<file path="src/rtl/pc_sequencer_if.sv">
// pc_sequencer_if: control inputs and PC/link/status outputs of the program-counter sequencer.
interface pc_sequencer_if #(parameter int PC_W = 16);
  logic            stall;
  logic            jump;
  logic            jal;
  logic            jump_reg;
  logic            branch_eq;
  logic            branch_ne;
  logic            halt;
  logic            resume;
  logic            zero;
  logic [7:0]      offset;
  logic [PC_W-1:0] target;
  logic [PC_W-1:0] reg_addr;
  logic [PC_W-1:0] pc;
  logic [PC_W-1:0] link_addr;
  logic            link_we;
  logic            halted;
  logic [15:0]     retired;
  modport master (
    output stall, jump, jal, jump_reg, branch_eq, branch_ne, halt, resume, zero, offset, target, reg_addr,
    input  pc, link_addr, link_we, halted, retired
  );
  modport slave (
    input  stall, jump, jal, jump_reg, branch_eq, branch_ne, halt, resume, zero, offset, target, reg_addr,
    output pc, link_addr, link_we, halted, retired
  );
endinterface

</file>
<file path="src/rtl/pc_sequencer.sv">
// pc_sequencer: RUN/HALT program-counter sequencer with jumps, JAL link write, branches and a saturating retire count.
module pc_sequencer #(
  parameter int              PC_W     = 16,
  parameter logic [PC_W-1:0] RESET_PC = '0
) (
  input logic             clk,
  input logic             rst,
  pc_sequencer_if.slave   bus
);
  typedef enum logic {RUN, HALT} state_t;
  state_t          state, state_n;
  logic [PC_W-1:0] pc_n, link_n, pc_inc, br_pc;
  logic [15:0]     retired_n;
  logic            we_n, accept, taken;
  always_comb begin
    accept    = state == RUN && !bus.stall;
    taken     = (bus.branch_eq & bus.zero) | (bus.branch_ne & ~bus.zero);
    pc_inc    = bus.pc + PC_W'(1);
    br_pc     = pc_inc + {{(PC_W-8){bus.offset[7]}}, bus.offset};
    state_n   = state;
    pc_n      = bus.pc;
    we_n      = 1'b0;
    retired_n = bus.retired;
    if (accept) begin
      state_n   = bus.halt ? HALT : RUN;
      pc_n      = bus.halt ? bus.pc : bus.jump_reg ? bus.reg_addr : (bus.jal | bus.jump) ? bus.target : taken ? br_pc : pc_inc;
      we_n      = bus.jal & ~bus.halt & ~bus.jump_reg;
      retired_n = &bus.retired ? bus.retired : bus.retired + 16'd1;
    end else if (state == HALT && !bus.stall && bus.resume) begin
      state_n = RUN;
      pc_n    = pc_inc;
    end
    link_n = we_n ? pc_inc : bus.link_addr;
  end
  always_ff @(posedge clk or posedge rst) begin
    if (rst) begin
      state         <= RUN;
      bus.pc        <= RESET_PC;
      bus.link_addr <= '0;
      bus.link_we   <= 1'b0;
      bus.retired   <= '0;
    end else begin
      state         <= state_n;
      bus.pc        <= pc_n;
      bus.link_addr <= link_n;
      bus.link_we   <= we_n;
      bus.retired   <= retired_n;
    end
  end
  assign bus.halted = state == HALT;
endmodule

</file>
<file path="src/flat_wrapper.sv">
// flat-port wrapper written by rule: the top's interface ports become plain ports
module pc_sequencer_flat 
#(
  parameter int              PC_W     = 16,
  parameter logic [PC_W-1:0] RESET_PC = '0
)
  (clk, rst, bus_stall, bus_jump, bus_jal, bus_jump_reg, bus_branch_eq, bus_branch_ne, bus_halt, bus_resume, bus_zero, bus_offset, bus_target, bus_reg_addr, bus_pc, bus_link_addr, bus_link_we, bus_halted, bus_retired);
  pc_sequencer_if #(.PC_W(PC_W)) bus_i ();
  input logic clk;
  input logic rst;
  input wire logic [$bits(bus_i.stall)-1:0] bus_stall;
  input wire logic [$bits(bus_i.jump)-1:0] bus_jump;
  input wire logic [$bits(bus_i.jal)-1:0] bus_jal;
  input wire logic [$bits(bus_i.jump_reg)-1:0] bus_jump_reg;
  input wire logic [$bits(bus_i.branch_eq)-1:0] bus_branch_eq;
  input wire logic [$bits(bus_i.branch_ne)-1:0] bus_branch_ne;
  input wire logic [$bits(bus_i.halt)-1:0] bus_halt;
  input wire logic [$bits(bus_i.resume)-1:0] bus_resume;
  input wire logic [$bits(bus_i.zero)-1:0] bus_zero;
  input wire logic [$bits(bus_i.offset)-1:0] bus_offset;
  input wire logic [$bits(bus_i.target)-1:0] bus_target;
  input wire logic [$bits(bus_i.reg_addr)-1:0] bus_reg_addr;
  output wire logic [$bits(bus_i.pc)-1:0] bus_pc;
  output wire logic [$bits(bus_i.link_addr)-1:0] bus_link_addr;
  output wire logic [$bits(bus_i.link_we)-1:0] bus_link_we;
  output wire logic [$bits(bus_i.halted)-1:0] bus_halted;
  output wire logic [$bits(bus_i.retired)-1:0] bus_retired;
  assign bus_i.stall = bus_stall;
  assign bus_i.jump = bus_jump;
  assign bus_i.jal = bus_jal;
  assign bus_i.jump_reg = bus_jump_reg;
  assign bus_i.branch_eq = bus_branch_eq;
  assign bus_i.branch_ne = bus_branch_ne;
  assign bus_i.halt = bus_halt;
  assign bus_i.resume = bus_resume;
  assign bus_i.zero = bus_zero;
  assign bus_i.offset = bus_offset;
  assign bus_i.target = bus_target;
  assign bus_i.reg_addr = bus_reg_addr;
  assign bus_pc = bus_i.pc;
  assign bus_link_addr = bus_i.link_addr;
  assign bus_link_we = bus_i.link_we;
  assign bus_halted = bus_i.halted;
  assign bus_retired = bus_i.retired;
  pc_sequencer #(.PC_W(PC_W), .RESET_PC(RESET_PC)) u_core (.clk(clk), .rst(rst), .bus(bus_i));
endmodule
</file>
<file path="config.mk">
export PLATFORM = sky130hd
export DESIGN_NAME = pc_sequencer_flat
export DESIGN_NICKNAME = d
export VERILOG_FILES = /design/src/rtl/pc_sequencer_if.sv /design/src/rtl/pc_sequencer.sv /design/src/flat_wrapper.sv
export SDC_FILE = /design/constraint.sdc
export NUM_CORES = 1
export LEC_CHECK = 0
export ABC_CLOCK_PERIOD_IN_PS = 5400
export BUFFER_PORTS_ARGS = -buffer_cell sky130_fd_sc_hd__buf_2
export CAP_MARGIN = 20
export CORE_MARGIN = 1
export CORE_UTILIZATION = 35
export CTS_CLUSTER_SIZE = 12
export DETAILED_ROUTE_END_ITERATION = 10
export PLACE_DENSITY = 0.66
export SLEW_MARGIN = 20
export SYNTH_ARGS = -nofsm -noshare
export SYNTH_HDL_FRONTEND = slang
export SYNTH_SLANG_ARGS = --single-unit
</file>
<file path="constraint.sdc">
create_clock -name clk -period 5.4 [get_ports clk]
set_input_delay 1.08 -clock clk [delete_from_list [all_inputs] [get_ports clk]]
set_output_delay 1.08 -clock clk [all_outputs]
set_load 0.005 [all_outputs]
</file>
==> reports/summary.txt <==
Post-CTS setup buffer count - 0
Number of synthesized flops with an enable pin - 0
Rows - 36
Share of cells above drive strength 1 - 0.2344
Ant. Diodes - 0
Antenna Nets Post-Route - 0
Final Hold Vio Count - 0
Outcome - finished, final reports clean
RSZ-0062 raised after global routing - false
Crit start category - flop
Gr usage total - 0.2056
Vias per inst - 5.352
Hold crit path type - flop to flop
Slew HR - 0.4278
Slew Limit Fails - 0
CTS tree - done
Slowest cell on the critical path - dfrtp_1
Final-stage net count - 601
Largest net degree at the start of global routing - 51
Core ar. - 0.009819 mm^2
Switching Fraction - 0.4607
Overall die height - 103.1 um
Cell family with most CP delay - compound AO/OA/AOI/OAI gates
YS warnings - 0
FILL cells - 1,047
Power Dens Cells - 477.7 mW/mm^2
Switch Pwr - 0.0009479 W
DRT iter0 DRCs - 237
Clock tree buffer depth - 2
WL/cell - 15.78 um
Post-layout min period - 3430 ps
Post-Place Cells - 654
Synth Instances - 433
Worst R2R Path Depth - 13
Max incr delay on CP - 520 ps
GRT overflow - 0
Post-synthesis sequential area ratio - 0.3500
PortBufs - 100
Crit Reg-Reg Startpoint - u_core.bus.pc[2]
Final GP Congestion - 0.9409
Worst setup path start - u_core.bus.pc[2]
Maximum VDD drop - 0.1959 mV
Clock latency on the worst-skew pair - 300 ps
Required @ worst endpoint - 5590 ps
Worst-path clk slew - 90 ps
Setup Total Neg Slack - 0 ps
Internal - 0.001110 W
HPWL Detailed - 8202 um
Fin crit share - 0.6352
Flop2flop setup slack - 1970 ps
CTS sink cnt - 50
Worst-path cell chain - and3_2 > and3_1 > nand2_1 > xor2_1 > inv_1 > ha_1 > a21o_1 > a31o_2 > a2111oi_0 > a21oi_1 > mux2i_1 > mux2i_1 > a21oi_1
Vias - 3,543
Crit Path Class - flop to flop
PostCTS Resize Cnt - 0
CP endpoint kind - flop
Crit path to - u_core.bus.pc[15]
Cell variety after synth - 48
Root Driver - clkbuf_8
Clock share of power - 0.111
Number of setup violations in the final report - 0
Post-Layout Cell Count - 662
Combinational Power Share - 0.559
Worst reg2reg path endpoint - u_core.bus.pc[15]
Worst Path Buf+Inv - 1
DRC violations left - 0
Max cap viols - 0
Die area - 0.01062 mm^2
CTS H-tree depth - 2
Main synth FF type - dfrtp_1
Worst clock skew - 7.199 ps
Crit path max fanout - 8
Worst path depth - 13
Die span in x - 103.1 um
Area growth from synthesis to layout - 20.48%
Initial antenna violation count - 0
Syn_area_per_cell - 8.256 um^2
Cell area after synthesis - 0.003575 mm^2
Vias in the first global route - 3,422
Fmax - 291.6 MHz
Slew @ Worst Pin - 857.3 ps
FF+latch count, synth - 50
CTS buffer count - 5
Detailed Route WL - 10,450 um
Synthesized net count - 506
Reg power frac - 0.330
Router iterations before antenna repair - 5
Starting Density - 0.3640
Leakage - 2.021 nW
CP arrival - 3620 ps
I/O pin total - 101
Hold Buf Count CTS - 0
Global-route wire length before repair - 16,840 um
Asr flop ratio synth - 1.000
-- layer usage --
layer	track usage	vias to the layer above	routed length [um]
met3	0.02712	13	755
li1	-	1741	-
met4	0.06609	0	161
met2	0.3359	164	4766
met1	0.2813	1625	4764
met5	0	-	0
-- stage by stage --
stage	total power (W)	setup slack [ps]	util	hold slack [ps]	area, um^2
after floorplan	0.001418	2402	-	469.8	3575
after global placement	0.001791	2172	0.4284	457.6	4207
after detailed placement	0.001817	2035	0.4288	458.3	4210
after CTS	0.002050	2018	0.4385	480.1	4305
after global routing	0.002246	1719	0.4386	495.8	4307
final	0.002057	1970	0.4386	475.5	4307
-- cell usage after synthesis (9+ instances only) --
cell	instances	area (um^2)
nand2_1	76	285.3
dfrtp_1	50	1251
o21ai_0	38	190.2
a21oi_1	34	170.2
nor2_1	26	97.59
xnor2_1	24	210.2
ha_1	21	262.8
nand3_1	18	90.09
inv_1	16	60.06
xor2_1	16	140.1
clkbuf_1	14	52.55
a31oi_1	9	56.30
-- cells by family after synthesis --
logic type | Yosys count | synth area share
AO/OA/AOI/OAI | 126 | 0.2149
XOR/XNOR | 40 | 0.09800
adder cells (fa/ha/maj) | 22 | 0.07910
buffers and inverters | 32 | 0.03395
flip-flops | 50 | 0.3500
multiplexers | 5 | 0.01470
AND/OR/NAND/NOR | 158 | 0.2093
-- placed cells by master, fill, tap and decap left out, drive strengths merged, types with 9 or more instances in the layout --
master | synthesis | layout
a21oi | 34 | 34
buf | 1 | 103
nor2 | 26 | 26
nand2 | 76 | 76
a31oi | 9 | 9
inv | 16 | 15
o21ai | 38 | 38
ha | 21 | 21
dfrtp | 50 | 50
xnor2 | 24 | 24
xor2 | 16 | 16
nand3 | 18 | 18
-- tightest hold or removal path, stage by stage (launching register included) --
cell and delay (ps):
dfrtp_1 350, nand2_1 50, nand2_1 50
-- registers in the layout (all words and copies together) (netlist names) --
register              cells
u_core.bus.link_we        1
u_core.bus.retired       16
u_core.bus.pc            16
u_core.bus.halted         1
u_core.bus.link_addr     16
-- worst min path at each step --
stage | startpoint | to | slack, ps | cells past startpoint
6_report | u_core.bus.link_addr[4] | u_core.bus.link_addr[4] | 480 | 2
5_1_grt | u_core.bus.link_addr[4] | u_core.bus.link_addr[4] | 500 | 2
4_1_cts | u_core.bus.link_addr[6] | u_core.bus.link_addr[6] | 480 | 2
3_5_place_dp | u_core.bus.link_addr[6] | u_core.bus.link_addr[6] | 460 | 2
3_3_place_gp | u_core.bus.link_addr[5] | u_core.bus.link_addr[5] | 460 | 2
2_1_floorplan | u_core.bus.link_addr[10] | u_core.bus.link_addr[10] | 470 | 2
-- final cells by class --
type,count,area (um^2),share of cell area
inverter,17,65.06,0.01511
sequential,50,1251,0.2905
clock inverter,2,12.51,0.002905
timing repair buffer,103,523.0,0.1214
tap,133,166.4,0.03864
clock buffer,6,82.58,0.01917
multi-input combinational,351,2206,0.5122
-- power by group through the flow --
stage | combinational (W) | clock, W | sequential, W
floorplan | 0.000749 | 0 | 0.000669
global placement | 0.00111 | 0 | 0.000679
detailed placement | 0.00113 | 0 | 0.000688
CTS | 0.00114 | 0.000235 | 0.000679
global route | 0.00129 | 0.000253 | 0.000704
finish | 0.00115 | 0.000228 | 0.000680
Note: power is estimated with default switching activity, not from simulation.
